### src/rtl/seq_div_6b3b.sv
// rtl/seq_div_6b3b.sv - sequential restoring divider, 6-bit dividend by 3-bit divisor
//
// Resolves one quotient bit per clock, MSB first, under a start/busy/done
// handshake. A zero divisor skips the iteration and reports div_by_zero.
//
// Ports:
//   clk_i          rising-edge clock
//   rst_i          synchronous active-high reset (overrides start, aborts a division)
//   start_i        request, sampled only while busy_o is low
//   dividend_i     numerator, captured on an accepted start
//   divisor_i      denominator, captured on an accepted start
//   quotient_o     registered quotient, held until the next result or reset
//   remainder_o    registered remainder, held until the next result or reset
//   busy_o         high while a division is in progress (CALC and FIN)
//   done_o         one-cycle pulse, results valid
//   div_by_zero_o  set with done when the captured divisor was zero, held with results

module seq_div_6b3b #(
  parameter int DW = 6,
  parameter int VW = 3
) (
  input  logic          clk_i,
  input  logic          rst_i,
  input  logic          start_i,
  input  logic [DW-1:0] dividend_i,
  input  logic [VW-1:0] divisor_i,
  output logic [DW-1:0] quotient_o,
  output logic [VW-1:0] remainder_o,
  output logic          busy_o,
  output logic          done_o,
  output logic          div_by_zero_o
);

  localparam int CW = $clog2(DW + 1);

  typedef enum logic [1:0] {
    S_IDLE = 2'd0,
    S_CALC = 2'd1,
    S_FIN  = 2'd2
  } state_e;

  state_e        state_q, state_d;
  logic [DW-1:0] dq_q, dq_d;         // dividend shifting out, quotient shifting in
  // Only the low VW bits of the partial remainder are stored: after the
  // restoring step it is always below the divisor, so the extra bit is only
  // needed for the shifted value that feeds the compare.
  logic [VW-1:0] pr_q, pr_d;
  logic [VW-1:0] dvs_q, dvs_d;
  logic [CW-1:0] cnt_q, cnt_d;
  logic          dz_q, dz_d;         // divide-by-zero pending for FIN
  logic [DW-1:0] quot_q, quot_d;
  logic [VW-1:0] rem_q, rem_d;
  logic          dbz_q, dbz_d;
  logic          done_q, done_d;

  logic [VW:0]   pr_shift;
  logic [VW:0]   pr_sub;
  logic          fits;

  assign pr_shift = {pr_q, dq_q[DW-1]};
  assign pr_sub   = pr_shift - {1'b0, dvs_q};
  assign fits     = (pr_shift >= {1'b0, dvs_q});

  always_comb begin
    state_d = state_q;
    dq_d    = dq_q;
    pr_d    = pr_q;
    dvs_d   = dvs_q;
    cnt_d   = cnt_q;
    dz_d    = dz_q;
    quot_d  = quot_q;
    rem_d   = rem_q;
    dbz_d   = dbz_q;
    done_d  = 1'b0;

    unique case (state_q)
      S_IDLE: begin
        if (start_i) begin
          dq_d  = dividend_i;
          dvs_d = divisor_i;
          pr_d  = '0;
          cnt_d = CW'(DW);
          if (divisor_i == '0) begin
            dz_d    = 1'b1;
            state_d = S_FIN;
          end else begin
            dz_d    = 1'b0;
            state_d = S_CALC;
          end
        end
      end

      S_CALC: begin
        if (fits) begin
          pr_d = pr_sub[VW-1:0];
          dq_d = {dq_q[DW-2:0], 1'b1};
        end else begin
          pr_d = pr_shift[VW-1:0];
          dq_d = {dq_q[DW-2:0], 1'b0};
        end
        cnt_d = cnt_q - CW'(1);
        if (cnt_q == CW'(1)) begin
          state_d = S_FIN;
        end
      end

      S_FIN: begin
        quot_d  = dz_q ? '1 : dq_q;
        rem_d   = dz_q ? '0 : pr_q;
        dbz_d   = dz_q;
        done_d  = 1'b1;
        state_d = S_IDLE;
      end

      default: begin
        state_d = S_IDLE;
      end
    endcase
  end

  always_ff @(posedge clk_i) begin
    if (rst_i) begin
      state_q <= S_IDLE;
      dq_q    <= '0;
      pr_q    <= '0;
      dvs_q   <= '0;
      cnt_q   <= '0;
      dz_q    <= 1'b0;
      quot_q  <= '0;
      rem_q   <= '0;
      dbz_q   <= 1'b0;
      done_q  <= 1'b0;
    end else begin
      state_q <= state_d;
      dq_q    <= dq_d;
      pr_q    <= pr_d;
      dvs_q   <= dvs_d;
      cnt_q   <= cnt_d;
      dz_q    <= dz_d;
      quot_q  <= quot_d;
      rem_q   <= rem_d;
      dbz_q   <= dbz_d;
      done_q  <= done_d;
    end
  end

  assign quotient_o    = quot_q;
  assign remainder_o   = rem_q;
  assign div_by_zero_o = dbz_q;
  assign done_o        = done_q;
  assign busy_o        = (state_q != S_IDLE);

endmodule

### config.mk
export PLATFORM = sky130hd
export DESIGN_NAME = seq_div_6b3b
export DESIGN_NICKNAME = d
export VERILOG_FILES = /design/src/rtl/seq_div_6b3b.sv
export SDC_FILE = /design/constraint.sdc
export NUM_CORES = 1
export LEC_CHECK = 0
export ABC_AREA = 1
export ABC_CLOCK_PERIOD_IN_PS = 1420
export CORE_MARGIN = 1.5
export CORE_UTILIZATION = 45
export CTS_CLUSTER_DIAMETER = 80
export DETAILED_ROUTE_END_ITERATION = 7
export HOLD_SLACK_MARGIN = 0.02
export PLACE_DENSITY = 0.73
export SKIP_LAST_GASP = 1
export SLEW_MARGIN = 20
export SYNTH_ARGS = -nofsm -noshare
export SYNTH_HDL_FRONTEND = slang
export SYNTH_SLANG_ARGS = --single-unit
### constraint.sdc
create_clock -name clk_i -period 1.42 [get_ports clk_i]
set_input_delay 0.355 -clock clk_i [delete_from_list [all_inputs] [get_ports clk_i]]
set_output_delay 0.355 -clock clk_i [all_outputs]
set_load 0.02 [all_outputs]
# Word level (Yosys, flattened, before mapping)
# Index checks and enable logic that the tools add are counted.
# totals
reg_bits	29
latchBits	0
mem_bits_rw	0
mem_bits_ro	0
word_cells	41
mem_count	0
# classes
n_addsub	2
multipliers	0
n_div	0
order_cmp	1
eq_ne	5
shift	0
n_mux	16
bitwise_logic	0
reduce_logical	7
# op_table
op	count
$mux W3	4
$mux W6	2
$pmux W3 S2	2
$pmux W6 S2	1
$mux W2	3
$reduce_and A2 Y1	3
$ge A4 B3 Y1	1
$ne A2 B2 Y1 const B	2
$pmux W2 S2	1
$reduce_bool A2 Y1	2
$eq A3 B1 Y1 const B	1
$logic_not A3 Y1	1
$mux W1	3
$sub A3 B1 Y3 const B	1
$sub A3 B3 Y3	1
$eq A2 B1 Y1 const B	1
$eq A2 B2 Y1 const B	1
$logic_not A2 Y1	1

# Depth between registers and ports, before layout
# depth
ltp_word	4
depth_mapped	9
depth_no_buf	9

# Least setup slack after synthesis
# No wires, ideal clock.
# synth_path
path_type	reg-to-reg
startpoint	register dq_q[5]
endpoint	register pr_q[0]
setup_time_ps	132
t_arrival_ps	1337
slack_ps	-50
path_stages_with_launch	10
path_buffers	0
path_cell_list	dfxtp_1 > inv_1 > ha_1 > fa_1 > nand2_1 > nand2_1 > nand2_1 > nand2_1 > nand3_1 > a21oi_1
# synth_between
elab_chain_len	3
word_cells_on_any_way	4
cone_classes	1 x add/sub; 1 x order compare; 2 x mux
# synth_lines
item	line	source
start: declaration	43	logic [DW-1:0] dq_q, dq_d;
start signal: assignment	135	dq_q <= dq_d;
$ge A4 B3 Y1 or $sub A3 B3 Y3 (tied branches)	62, 61	
$mux W3 (*)	94	if (fits) begin
$pmux W3 S2 (*)	76	unique case (state_q)
end signal: assignment	136	pr_q <= pr_d;
end: declaration	47	logic [VW-1:0] pr_q, pr_d;
# Every way passes the cells marked *; elsewhere a longest branch is shown, timed or not.
# A chain may end at the register's enable or synchronous reset.

# Final worst setup path
# layout_path
startpoint	register dq_q[5]
endpoint	register pr_q[1]
# The elaborated chain is that of the path after synthesis.

==> flow_summary.toml <==
[synthesis]
seq_area_frac_synth = 0.4594
yosysWarnings = 0
syn_area_um2 = 1264
synth_seq_cells = 29
yosys.area_share.simple = 0.1703
synth_cells = 163
post_synth_fa_ha_maj_area_fraction = 0.06535
syn_avg_cell_area_um2 = 7.753
synth_top_family_by_area = "compound AO/OA/AOI/OAI gates"
postSynthNetCount = 181
synth-compound-area-share = 0.2198
synth.distinct_cells = 22
synth_mux_area_frac = 0
synth_xor_area_frac = 0

[worst_setup_path]
slowest_delay_ns = 0.36
worstPathCellList = "inv_2 > ha_4 > fa_2 > nand2_2 > nand2_4 > nand2_4 > nand2_2 > nand3_2 > a21oi_2"
cp.arrival_ns = 1.66
critPathTopFamily = "adder cells"
r2r_cells = 9
crit_cells = 9
cp_num_buf_inv = 1
cp_max_fo = 4
crit_path_end_kind = "register"
required_ns = 1.65
critPathKind = "reg2reg"
crit_path_start_kind = "register"
cp_slowest_cell = "fa_2"

[power]
seqPwrFrac = 0.468
internal_power_w = 0.001347
netSwitchingFraction = 0.3223
leakagePower_nw = 0.7374
p_clk_frac = 0.256
ir_drop_uv = 1012
powerDensity_nw_per_um2 = 1181
combPwrFrac = 0.277
p_sw_w = 0.0006403

[clock_network]
cts_tree = "done"
htreeDepth = 2
clk_pin_slew_ns = 0.08
numCtsBuffers = 5
hold_buffers = 0
clock_path_buffers = 2
root_buffer = "clkbuf_4"
clk-insertion-delay-late_ns = 0.33
cts_sinks = 29

[layout]
n_antenna_cell = 0
layoutNonFillerInstCount = 228
nNetsFinal = 215
area_growth_pct = 33.17
layout-drive-gt1-share = 0.1878
fin_util = 0.6210

[timing]
rsz0062_at_grt = "true"
setup_violations = 1
finalMaxSlewViolations = 0
timing.final.hold_violations = 0
worstMarginPinSlew_ns = 0.4419
fin_crit_sh = 1.006
slew_headroom = 0.7043
max_freq_ghz = 0.6998
fin_ws_ns = -0.008880
finClkSkew_ns = 0.003131
min_period_ns = 1.429

[place]
io_buffers = 23
post-dp-hpwl_um = 2129
dp_cells = 220
gp_congestion = 0.7589

[die]
io_pins = 24
die_y_um = 55.99
die_area_um2 = 3135
num_rows = 19
core_um2 = 2710
die_w_um = 55.99
floorplan.initialDensity = 0.4663

[worst_hold_path]
whs_path_depth = 2
hold_path_class = "reg2reg"

[grt]
grt_max_degree = 17
grt_pass1_vias = 1209
grt_pass1_wl_um = 4968
antenna_found_initial = 0
grt_remaining_overflow = 0
grt_usage = 0.2064

[route]
drt-met1-wl_um = 1252
drt_iter0_markers = 30
drt_pass1_iterations = 4
wl_met2_um = 1491
wl_met3_um = 161
drtAntennaViolNets = 0
drt-total-wl_um = 2956
drc_errors = 0
via_per_inst = 5.355
wl_per_cell_um = 12.96
top_layer = "met4"
num_vias = 1221

[outcome]
violations = "setup timing"
status = "finished, violations left"

[flow_run]
max_cap_viol_count = 0
-- area by class of cell --
cell class / count / area (um^2)
flip-flops and latches: 29 / 583.1
inverters: 20 / 77.57
multi-input cells: 108 / 629.4
clock buffers: 7 / 55.05
well taps: 31 / 38.79
repair buffers: 33 / 299.0
fillers: 251 / 1027
-- kinds of logic (layout without fill, tap and decap cells) --
| group | count (synthesis) | in the layout |
|---|---|---|
| AOI/OAI and AO/OA | 50 | 50 |
| and+or+nand+nor | 52 | 52 |
| buffers and inverters | 26 | 60 |
| adders and majority gates | 6 | 6 |
| DFF | 29 | 29 |
-- sequential cells by signal, summed over array words and instances (netlist names) --
name / count
dq_q: 6
state_q: 2
remainder_o: 3
pr_q: 3
quotient_o: 6
done_o: 1
div_by_zero_o: 1
dz_q: 1
dvs_q: 3
cnt_q: 3
-- path summary, 6_finish.rpt --
kind / from / end / slack (ns)
worst min-delay path: dvs_q[2] / dvs_q[2] / 0.47
worst max register to register: dq_q[5] / pr_q[1] / -0.009
worst max-delay path: dq_q[5] / pr_q[1] / -0.009
worst min register to register: dvs_q[2] / dvs_q[2] / 0.47
-- power groups by stage --
stage | logic [W] | registers (W) | clock network [W]
after CTS | 0.000528 | 0.000927 | 0.000513
after global placement | 0.000465 | 0.000940 | 0
final | 0.000549 | 0.000929 | 0.000508
after detailed placement | 0.000490 | 0.000944 | 0
after global routing | 0.000608 | 0.000937 | 0.000551
after floorplan | 0.000292 | 0.000955 | 0
-- cell usage in the layout, fill, tap and decap left out, types with 2 or more instances in the layout --
| master | n |
|---|---|
| dfxtp_2 | 2 |
| o21ai_0 | 10 |
| nand2_1 | 28 |
| a211oi_1 | 6 |
| clkdlybuf4s50_1 | 11 |
| nand3_2 | 2 |
| inv_2 | 3 |
| o21ai_1 | 7 |
| ha_1 | 4 |
| nand2_4 | 2 |
| nand3_1 | 5 |
| a21oi_1 | 21 |
| inv_1 | 16 |
| nand2_2 | 4 |
| clkbuf_4 | 5 |
| buf_4 | 9 |
| dlygate4sd2_1 | 11 |
| a31oi_1 | 2 |
| nor2_1 | 8 |
| dfxtp_1 | 27 |
-- layer usage --
layer	up-vias	GRT usage
li1	608	-
met1	574	0.2240
met2	32	0.3563
met3	7	0.07209
met4	0	0.09864
met5	-	0
-- through the flow --
stage            TNS, ns  hold WS, ns  worst slack, ns  cell area [um^2]  total power, W
2_1_floorplan          0       0.4331         0.002282              1266        0.001246
3_3_place_gp     -0.1340       0.4538         -0.03492              1583        0.001405
3_5_place_dp     -0.6199       0.4609          -0.1091              1583        0.001434
4_1_cts          -0.1663       0.4735          -0.1255              1668        0.001968
5_1_grt          -0.2405       0.4955         -0.06420              1683        0.002095
6_report       -0.008880       0.4675        -0.008880              1683        0.001987
-- tightest hold or removal path: cells and delay by family (launching register included) --
family | cells | cell delay [ns]
AOI/OAI and AO/OA | 1 | 0.06
buffers and inverters | 1 | 0.06
DFF | 1 | 0.31
-- synthesized netlist by cell type (all sizes together) --
master,count,share of area
dfxtp,29,0.46
nand3,7,0.028
nand2,34,0.10
a211oi,6,0.036
buf,4,0.020
fa,1,0.016
inv,20,0.059
nor2,10,0.034
o211ai,1,0.0059
a21oi,22,0.087
ha,5,0.050
nor3,1,0.0040
a221oi,1,0.0069
a31oi,2,0.0099
clkbuf,2,0.0059
o21ai,18,0.074
-- timing repair --
item	4_1_cts	5_1_grt
setup buffers	1	0
pin swaps	7	2
endpoints found under the setup margin	16	9
resized for setup	24	7
endpoints found under the hold margin	0	0
cloned	0	0
Note: power is estimated with default switching activity, not from simulation.
